<file path="src/rtl/nibble_bank_reader_if.sv">
// nibble_bank_reader_if: start/bank/valid-ready stream bundle between the bank reader and its neighbours
interface nibble_bank_reader_if #(
    parameter int N = 8
);
    logic           start;
    logic [4*N-1:0] bank;
    logic           ready;
    logic [3:0]     data;
    logic           valid;
    logic           last;
    logic           busy;
    logic           done;
    modport master (output start, bank, ready, input data, valid, last, busy, done);
    modport slave  (input start, bank, ready, output data, valid, last, busy, done);
endinterface

</file>
<file path="src/rtl/nibble_bank_reader.sv">
// nibble_bank_reader: snapshots a bank of N nibbles on start and streams them out entry 0 first
module nibble_bank_reader #(
    parameter int N = 8,
    localparam int IW = $clog2(N)
) (
    input logic clk,
    input logic rst,
    nibble_bank_reader_if.slave bus
);
    typedef enum logic {IDLE, SEND} state_t;
    state_t state, state_n;
    logic [IW-1:0] idx, idx_n;
    logic [3:0] shadow [N];
    logic done_q, done_n, load, fire, valid, last;
    assign valid = state == SEND;
    assign last = valid && idx == IW'(N - 1);
    assign bus.valid = valid;
    assign bus.busy = valid;
    assign bus.last = last;
    assign bus.data = valid ? shadow[idx] : 4'h0;
    assign bus.done = done_q;
    always_comb begin
        fire = valid && bus.ready;
        load = state == IDLE && bus.start;
        state_n = load ? SEND : (fire && last) ? IDLE : state;
        idx_n = load ? '0 : fire ? (last ? '0 : idx + IW'(1)) : idx;
        done_n = fire && last;
    end
    always_ff @(posedge clk) begin
        if (rst) begin
            state <= IDLE;
            idx <= '0;
            done_q <= 1'b0;
            for (int i = 0; i < N; i++) shadow[i] <= 4'h0;
        end else begin
            state <= state_n;
            idx <= idx_n;
            done_q <= done_n;
            if (load)
                for (int i = 0; i < N; i++) shadow[i] <= bus.bank[4*i +: 4];
        end
    end
endmodule

</file>
<file path="src/flat_wrapper.sv">
// flat-port wrapper written by rule: the top's interface ports become plain ports
module nibble_bank_reader_flat 
#(
    parameter int N = 8,
    localparam int IW = $clog2(N)
)
  (clk, rst, bus_start, bus_bank, bus_ready, bus_data, bus_valid, bus_last, bus_busy, bus_done);
  nibble_bank_reader_if #(.N(N)) bus_i ();
  input logic clk;
  input logic rst;
  input wire logic [$bits(bus_i.start)-1:0] bus_start;
  input wire logic [$bits(bus_i.bank)-1:0] bus_bank;
  input wire logic [$bits(bus_i.ready)-1:0] bus_ready;
  output wire logic [$bits(bus_i.data)-1:0] bus_data;
  output wire logic [$bits(bus_i.valid)-1:0] bus_valid;
  output wire logic [$bits(bus_i.last)-1:0] bus_last;
  output wire logic [$bits(bus_i.busy)-1:0] bus_busy;
  output wire logic [$bits(bus_i.done)-1:0] bus_done;
  assign bus_i.start = bus_start;
  assign bus_i.bank = bus_bank;
  assign bus_i.ready = bus_ready;
  assign bus_data = bus_i.data;
  assign bus_valid = bus_i.valid;
  assign bus_last = bus_i.last;
  assign bus_busy = bus_i.busy;
  assign bus_done = bus_i.done;
  nibble_bank_reader #(.N(N)) u_core (.clk(clk), .rst(rst), .bus(bus_i));
endmodule
</file>
<file path="config.mk">
export PLATFORM = sky130hd
export DESIGN_NAME = nibble_bank_reader_flat
export DESIGN_NICKNAME = d
export VERILOG_FILES = /design/src/rtl/nibble_bank_reader_if.sv /design/src/rtl/nibble_bank_reader.sv /design/src/flat_wrapper.sv
export SDC_FILE = /design/constraint.sdc
export NUM_CORES = 1
export LEC_CHECK = 0
export CAP_MARGIN = 20
export CORE_ASPECT_RATIO = 2
export CORE_UTILIZATION = 49
export DETAILED_ROUTE_END_ITERATION = 8
export PLACE_DENSITY_LB_ADDON = 0.08
export SLEW_MARGIN = 20
export SYNTH_ARGS = -nofsm -noshare
export SYNTH_HDL_FRONTEND = slang
export SYNTH_SLANG_ARGS = --single-unit
</file>
<file path="constraint.sdc">
create_clock -name clk -period 3.8 [get_ports clk]
set_input_delay 0.76 -clock clk [delete_from_list [all_inputs] [get_ports clk]]
set_output_delay 0.76 -clock clk [all_outputs]
set_load 0.03 [all_outputs]
</file>
==> flow_summary.toml, run 1 <==
[layout]
final_core_util_pct = 67.78
final_layout_size_suffix_gt1_share_pct = 10.56
finalNetCount = 198
nFillCells = 264
diodes = 0
syn_to_final_growth_pct = 32.61

[synthesis]
synthAdderAreaFrac_pct = 1.449
synthXorXnorAreaFrac_pct = 0
synth_top_cells_by_area = "edfxtp_1, mux4_2, dfxtp_1"
yosys_warnings = 0
yosys.area_share.simple_pct = 16.59
yosysUniqueCellTypes = 20
synth_mux_area_share_pct = 13.33
synth_cells = 115
ys_ff_latch = 40
syn-mean-instance-area_sq_um = 15.01
synth_nets = 153
yosys.area.top_type = "edfxtp_1"
synth_top_family_by_area = "simple AND/OR/NAND/NOR gates"
ys_seq_area_share_pct = 64.93
synth.cell_area_sq_um = 1727
synth_compound_area_share_pct = 1.014
post-synth-top-area-fraction_pct = 55.65

[drt]
num_vias = 1024
vias_per_cell = 5.306
first_pass_iters = 6
wl_per_cell_um = 15.68
drt_iter0_markers = 17
drt-total-wl_um = 3027
ant_nets = 0
drc = 0

[critical_path]
cpLargestDelayFamily = "multiplexers"
slowest_stage = "dfxtp_1"
cp.arrival_ns = 2.35
worstPathCellList = "mux4_2 -> mux2i_1 -> nor2_1 -> clkdlybuf4s50_1"
cpPeakStageDelay_ns = 0.67
worstPathMaxFanout = 8
worstSetupPathType = "flip-flop to output pin"
cp.required_ns = 3.04
critPathBufInv = 1
worst_setup_path_start_kind = "flip-flop"
cp-end-kind = "output pin"

[pwr]
p_per_area_nw_per_um2 = 420.2
p_leak_nw = 0.8494
vdd_drop_max_mv = 0.3538

[die]
die_width_um = 43.98
num_io_pins = 44
std_cell_rows = 30
die-area_sq_um = 3780
coreArea_sq_um = 3378
start_util_pct = 51.11
die_h_um = 85.95

[global_route]
grt_start_max_net_pins = 36
grt_pass1_wl_um = 4905
grt_use_total_pct = 18.47
grt_pass1_vias = 1056
overflow = 0
antenna_found_initial = 0

[clocking]
cts.clk_slew.worst_paths_ns = 0.07
cts_setup_buffers = 0
ctsResizeCount = 0
cts_buffer_depth = 2
cts_buffers = 5
root_buffer = "clkbuf_8"
ctsHoldBuffers = 0
cts.sinks = 40
insertion_delay_ns = 0.29
tritoncts = "done"
htree_levels = 2

[sta]
fin_crit_ns = 3.105
setup_viol = 0
relSlewSlack_pct = 62.76
maxSlewViolCount = 0
period_share_pct = 81.71
tightest_slew_ns = 0.5565
max_freq_mhz = 322.0
rsz0062_at_grt = "no"
clock_skew_ns = 0.003846
final_hold_viol_count = 0
fin_tns_setup_ns = 0

[placed_design]
gp_congestion = 0.7332
port_buffers = 43
hpwlAfterDp_um = 2221

[outcome]
status = "finished, final reports clean"

[flow_run]
maxCapViolCount = 0

[min_path]
hold_class = "flip-flop to flip-flop"
-- synth_stat cells --
cell type  count
a211oi_1       1
a21oi_1        2
and2_1        25
and3b_1        1
buf_2          1
buf_4          1
buf_6          1
clkbuf_1       1
clkbuf_2       3
dfxtp_1        8
edfxtp_1      32
ha_1           2
inv_1          1
mux2i_1        5
mux4_2         8
nand2_1        3
nand2b_1       2
nand4b_1       2
nor2_1         8
nor2b_1        8
-- power breakdown --
part	switching, mW	internal [mW]
Sequential	0.0111	0.504
Clock	0.138	0.211
Combinational	0.0369	0.0607
-- registers in the layout, summed over array words and instances (netlist names), named ones only --
register,cells
u_core.bus.busy,1
u_core.bus.done,1
u_core.idx,3
u_core.shadow,32
-- stage by stage --
stage | std cells | area, sq um | hold slack (ns) | power (mW) | worst slack (ns)
final | 193 | 2290 | 0.4965 | 0.9621 | 0.6949
after detailed placement | 185 | 2173 | 0.4829 | 0.6237 | 0.9717
after CTS | 193 | 2290 | 0.4967 | 0.9710 | 0.6517
after global routing | 193 | 2290 | 0.5363 | 0.9936 | 0.5167
after floorplan | 115 | 1727 | 0.4496 | 0.5694 | 1.776
after global placement | 184 | 2162 | 0.4560 | 0.6187 | 1.009
-- worst min-delay path, cell delays in order, from the launching register on --
cell and delay [ns]:
dfxtp_1 0.32, nand2_1 0.05, a21oi_1 0.07
-- layout by cell type, fill, tap and decap left out --
master           instances
mux2i_1                  5
inv_1                    1
mux4_2                   8
and2_1                  25
a211oi_1                 1
clkinv_1                 1
buf_6                    1
clkdlybuf4s50_1         43
and3b_1                  1
nand2b_1                 2
ha_1                     2
a21oi_1                  2
dfxtp_1                  8
clkbuf_8                 6
bufinv_16                1
buf_4                    1
edfxtp_1                32
nand2_1                  3
nand4b_1                 2
nor2b_1                  8
nor2_1                   8
-- path summary, 6_finish.rpt --
kind | startpoint | endpoint | slack [ns] | cells after the start
setup / recovery | flip-flop | bus_data[1] | 0.69 | 4
hold / removal | u_core.idx[1]$_SDFFE_PP0P_ | flip-flop | 0.50 | 2
setup reg to reg | u_core.bus.busy$_SDFFE_PP0P_ | u_core.shadow[5][3]$_SDFFCE_PN0P_ | 2.27 | 4
hold reg to reg | u_core.idx[1]$_SDFFE_PP0P_ | flip-flop | 0.50 | 2
-- layer usage --
| metal | track usage (%) | up-vias | part of all wire [%] |
|---|---|---|---|
| met5 | 0 | - | 0 |
| met3 | 4.421 | 6 | 4.0 |
| met4 | 8.264 | 0 | 2.1 |
| li1 | - | 502 | - |
| met2 | 31.89 | 31 | 57 |
| met1 | 20.89 | 485 | 37 |
-- area by class of cell --
type	count	area, sq um	share of cell area (%)
Sequential cell	40	1121	48.96
Multi-Input combinational cell	67	559.3	24.43
Timing Repair Buffer	45	449.2	19.62
Clock buffer	6	82.58	3.607
Tap cell	32	40.04	1.749
Clock inverter	2	33.78	1.475
Inverter	1	3.754	0.1639
-- logic make-up (layout without fill, tap and decap cells) --
logic type                 after synthesis  count (layout)
buffers and inverters                    8              54
and+or+nand+nor                         49              49
muxes                                   13              13
AOI/OAI and AO/OA                        3               3
adders and majority gates                2               2
DFF                                     40              40
Note: power is estimated with default switching activity, not from simulation.
==> run 2, diff against run 1 <==
--- a/config.mk
+++ b/config.mk
@@ -7,7 +7,7 @@
 export LEC_CHECK = 0
 export CAP_MARGIN = 20
 export CORE_ASPECT_RATIO = 2
-export CORE_UTILIZATION = 49
+export CORE_UTILIZATION = 48
 export DETAILED_ROUTE_END_ITERATION = 8
 export PLACE_DENSITY_LB_ADDON = 0.08
 export SLEW_MARGIN = 20
==> constraint.sdc (replaced) <==
create_clock -name clk -period 3.1 [get_ports clk]
set_input_delay 0.62 -clock clk [delete_from_list [all_inputs] [get_ports clk]]
set_output_delay 0.62 -clock clk [all_outputs]
set_load 0.03 [all_outputs]
==> flow_summary.toml, run 2 (synthesis gave the netlist of run 1 again) <==
[sta]
rsz0062_at_grt = "no"
period_share_pct = 89.26
clock_skew_ns = 0.005451
fin_crit_ns = 2.767
tightest_slew_ns = 0.6972
fin_tns_setup_ns = 0
final_hold_viol_count = 0
maxSlewViolCount = 0
relSlewSlack_pct = 53.47
max_freq_mhz = 361.4
setup_viol = 0

[drt]
drt_iter0_markers = 25
wl_per_cell_um = 15.24
drt-total-wl_um = 3125
drc = 0
first_pass_iters = 4
ant_nets = 0
num_vias = 1017
vias_per_cell = 4.961

[layout]
final_core_util_pct = 66.01
diodes = 0
finalNetCount = 197
final_cell_mix = "clkdlybuf4s50_1, edfxtp_1, and2_1, mux4_2, nor2b_1"
regMostFlops = "u_core.shadow"
nFillCells = 251
largest_register_ffs = 32
top_regs = "u_core.shadow (32), u_core.idx (3)"
final_layout_size_suffix_gt1_share_pct = 10.19
layout_commonest_cell = "clkdlybuf4s50_1"
syn_to_final_growth_pct = 30.58

[global_route]
grt_pass1_wl_um = 5299
grt_use_total_pct = 19.64
grt_start_max_net_pins = 36
overflow = 0
antenna_found_initial = 0
grt_pass1_vias = 1102

[die]
coreArea_sq_um = 3416
std_cell_rows = 30
die_width_um = 44.41
die_h_um = 86.82
num_io_pins = 44
start_util_pct = 50.55
die-area_sq_um = 3856

[critical_path]
worstPathCellList = "mux4_2 -> mux2i_1 -> nor2_1 -> clkdlybuf4s50_1"
critPathBufInv = 1
worst_setup_path_start_kind = "flip-flop"
cp.required_ns = 2.48
slowest_stage = "clkdlybuf4s50_1"
cpLargestDelayFamily = "multiplexers"
worstPathMaxFanout = 8
cpPeakStageDelay_ns = 0.59
worstSetupPathType = "flip-flop to output pin"
cp.arrival_ns = 2.15
cp-end-kind = "output pin"

[placed_design]
hpwlAfterDp_um = 2254
port_buffers = 43
gp_congestion = 0.8339

[clocking]
cts.sinks = 40
tritoncts = "done"
htree_levels = 2
cts_setup_buffers = 0
root_buffer = "clkbuf_8"
cts_buffers = 5
cts_buffer_depth = 2
insertion_delay_ns = 0.28
cts.clk_slew.worst_paths_ns = 0.07

[pwr]
p_leak_nw = 0.8207
p_per_area_nw_per_um2 = 462.9
power_mw = 1.044
vdd_drop_max_mv = 0.3642

[flow_run]
maxCapViolCount = 0

[min_path]
hold_class = "flip-flop to flip-flop"

[outcome]
status = "finished, final reports clean"
run 2: cell count changes in the layout (fill, tap and decap cells not counted), sizes merged:
cell and delta:
bufinv -1, clkinv -1, buf -1, clkbuf -1
run 2: metrics by stage:
step / hold slack, ns / std cells / cell area (sq um) / worst slack (ns)
2_1_floorplan: 0.4496 / 115 / 1727 / 1.216
3_3_place_gp: 0.4589 / 200 / 2182 / 0.4566
3_5_place_dp: 0.4803 / 200 / 2182 / 0.3587
4_1_cts: 0.4928 / 205 / 2251 / 0.04893
5_1_grt: 0.5322 / 205 / 2255 / 0.2206
6_report: 0.4919 / 205 / 2255 / 0.3329
run 2: worst paths after layout:
check	endpoint	cells past startpoint	slack [ns]	start
max	bus_data[1]	4	0.33	flip-flop
min	u_core.idx[1]$_SDFFE_PP0P_	2	0.49	u_core.idx[1]$_SDFFE_PP0P_
max reg2reg	u_core.shadow[0][3]$_SDFFCE_PN0P_	3	1.60	u_core.bus.busy$_SDFFE_PP0P_
min reg2reg	u_core.idx[1]$_SDFFE_PP0P_	2	0.49	u_core.idx[1]$_SDFFE_PP0P_
run 2: routing by layer:
layer,global-route usage [%],routed length (um),vias to the layer above
met5,0,0,-
met4,10.47,74,0
met3,4.375,137,5
met2,32.89,1773,33
met1,22.51,1140,485
li1,-,-,494
run 2: cell type report:
cell class / instances / area (sq um) / share of cell area [%]
sequential: 40 / 1122 / 49.78
multi-input combinational: 67 / 561.8 / 24.92
timing repair buffer: 44 / 437.9 / 19.42
clock buffer: 5 / 68.82 / 3.052
tap: 48 / 60.06 / 2.664
inverter: 1 / 3.754 / 0.1665
run 2: where the power goes:
part,switching [mW],internal (mW),total (mW)
clock,0.148,0.145,0.293
sequential,0.0133,0.618,0.631
combinational,0.0465,0.0735,0.120
total,0.208,0.836,1.04
run 2: worst reg2reg max path, cell delays in order (launching register included):
cell and delay [ns]:
dfxtp_1 0.38, nand2b_1 0.21, nor2_2 0.55, and2_1 0.23
run 2: what timing repair did:
action	in CTS	in global routing
gates resized for setup	0	1
hold buffers	0	0
setup endpoints to repair	0	3
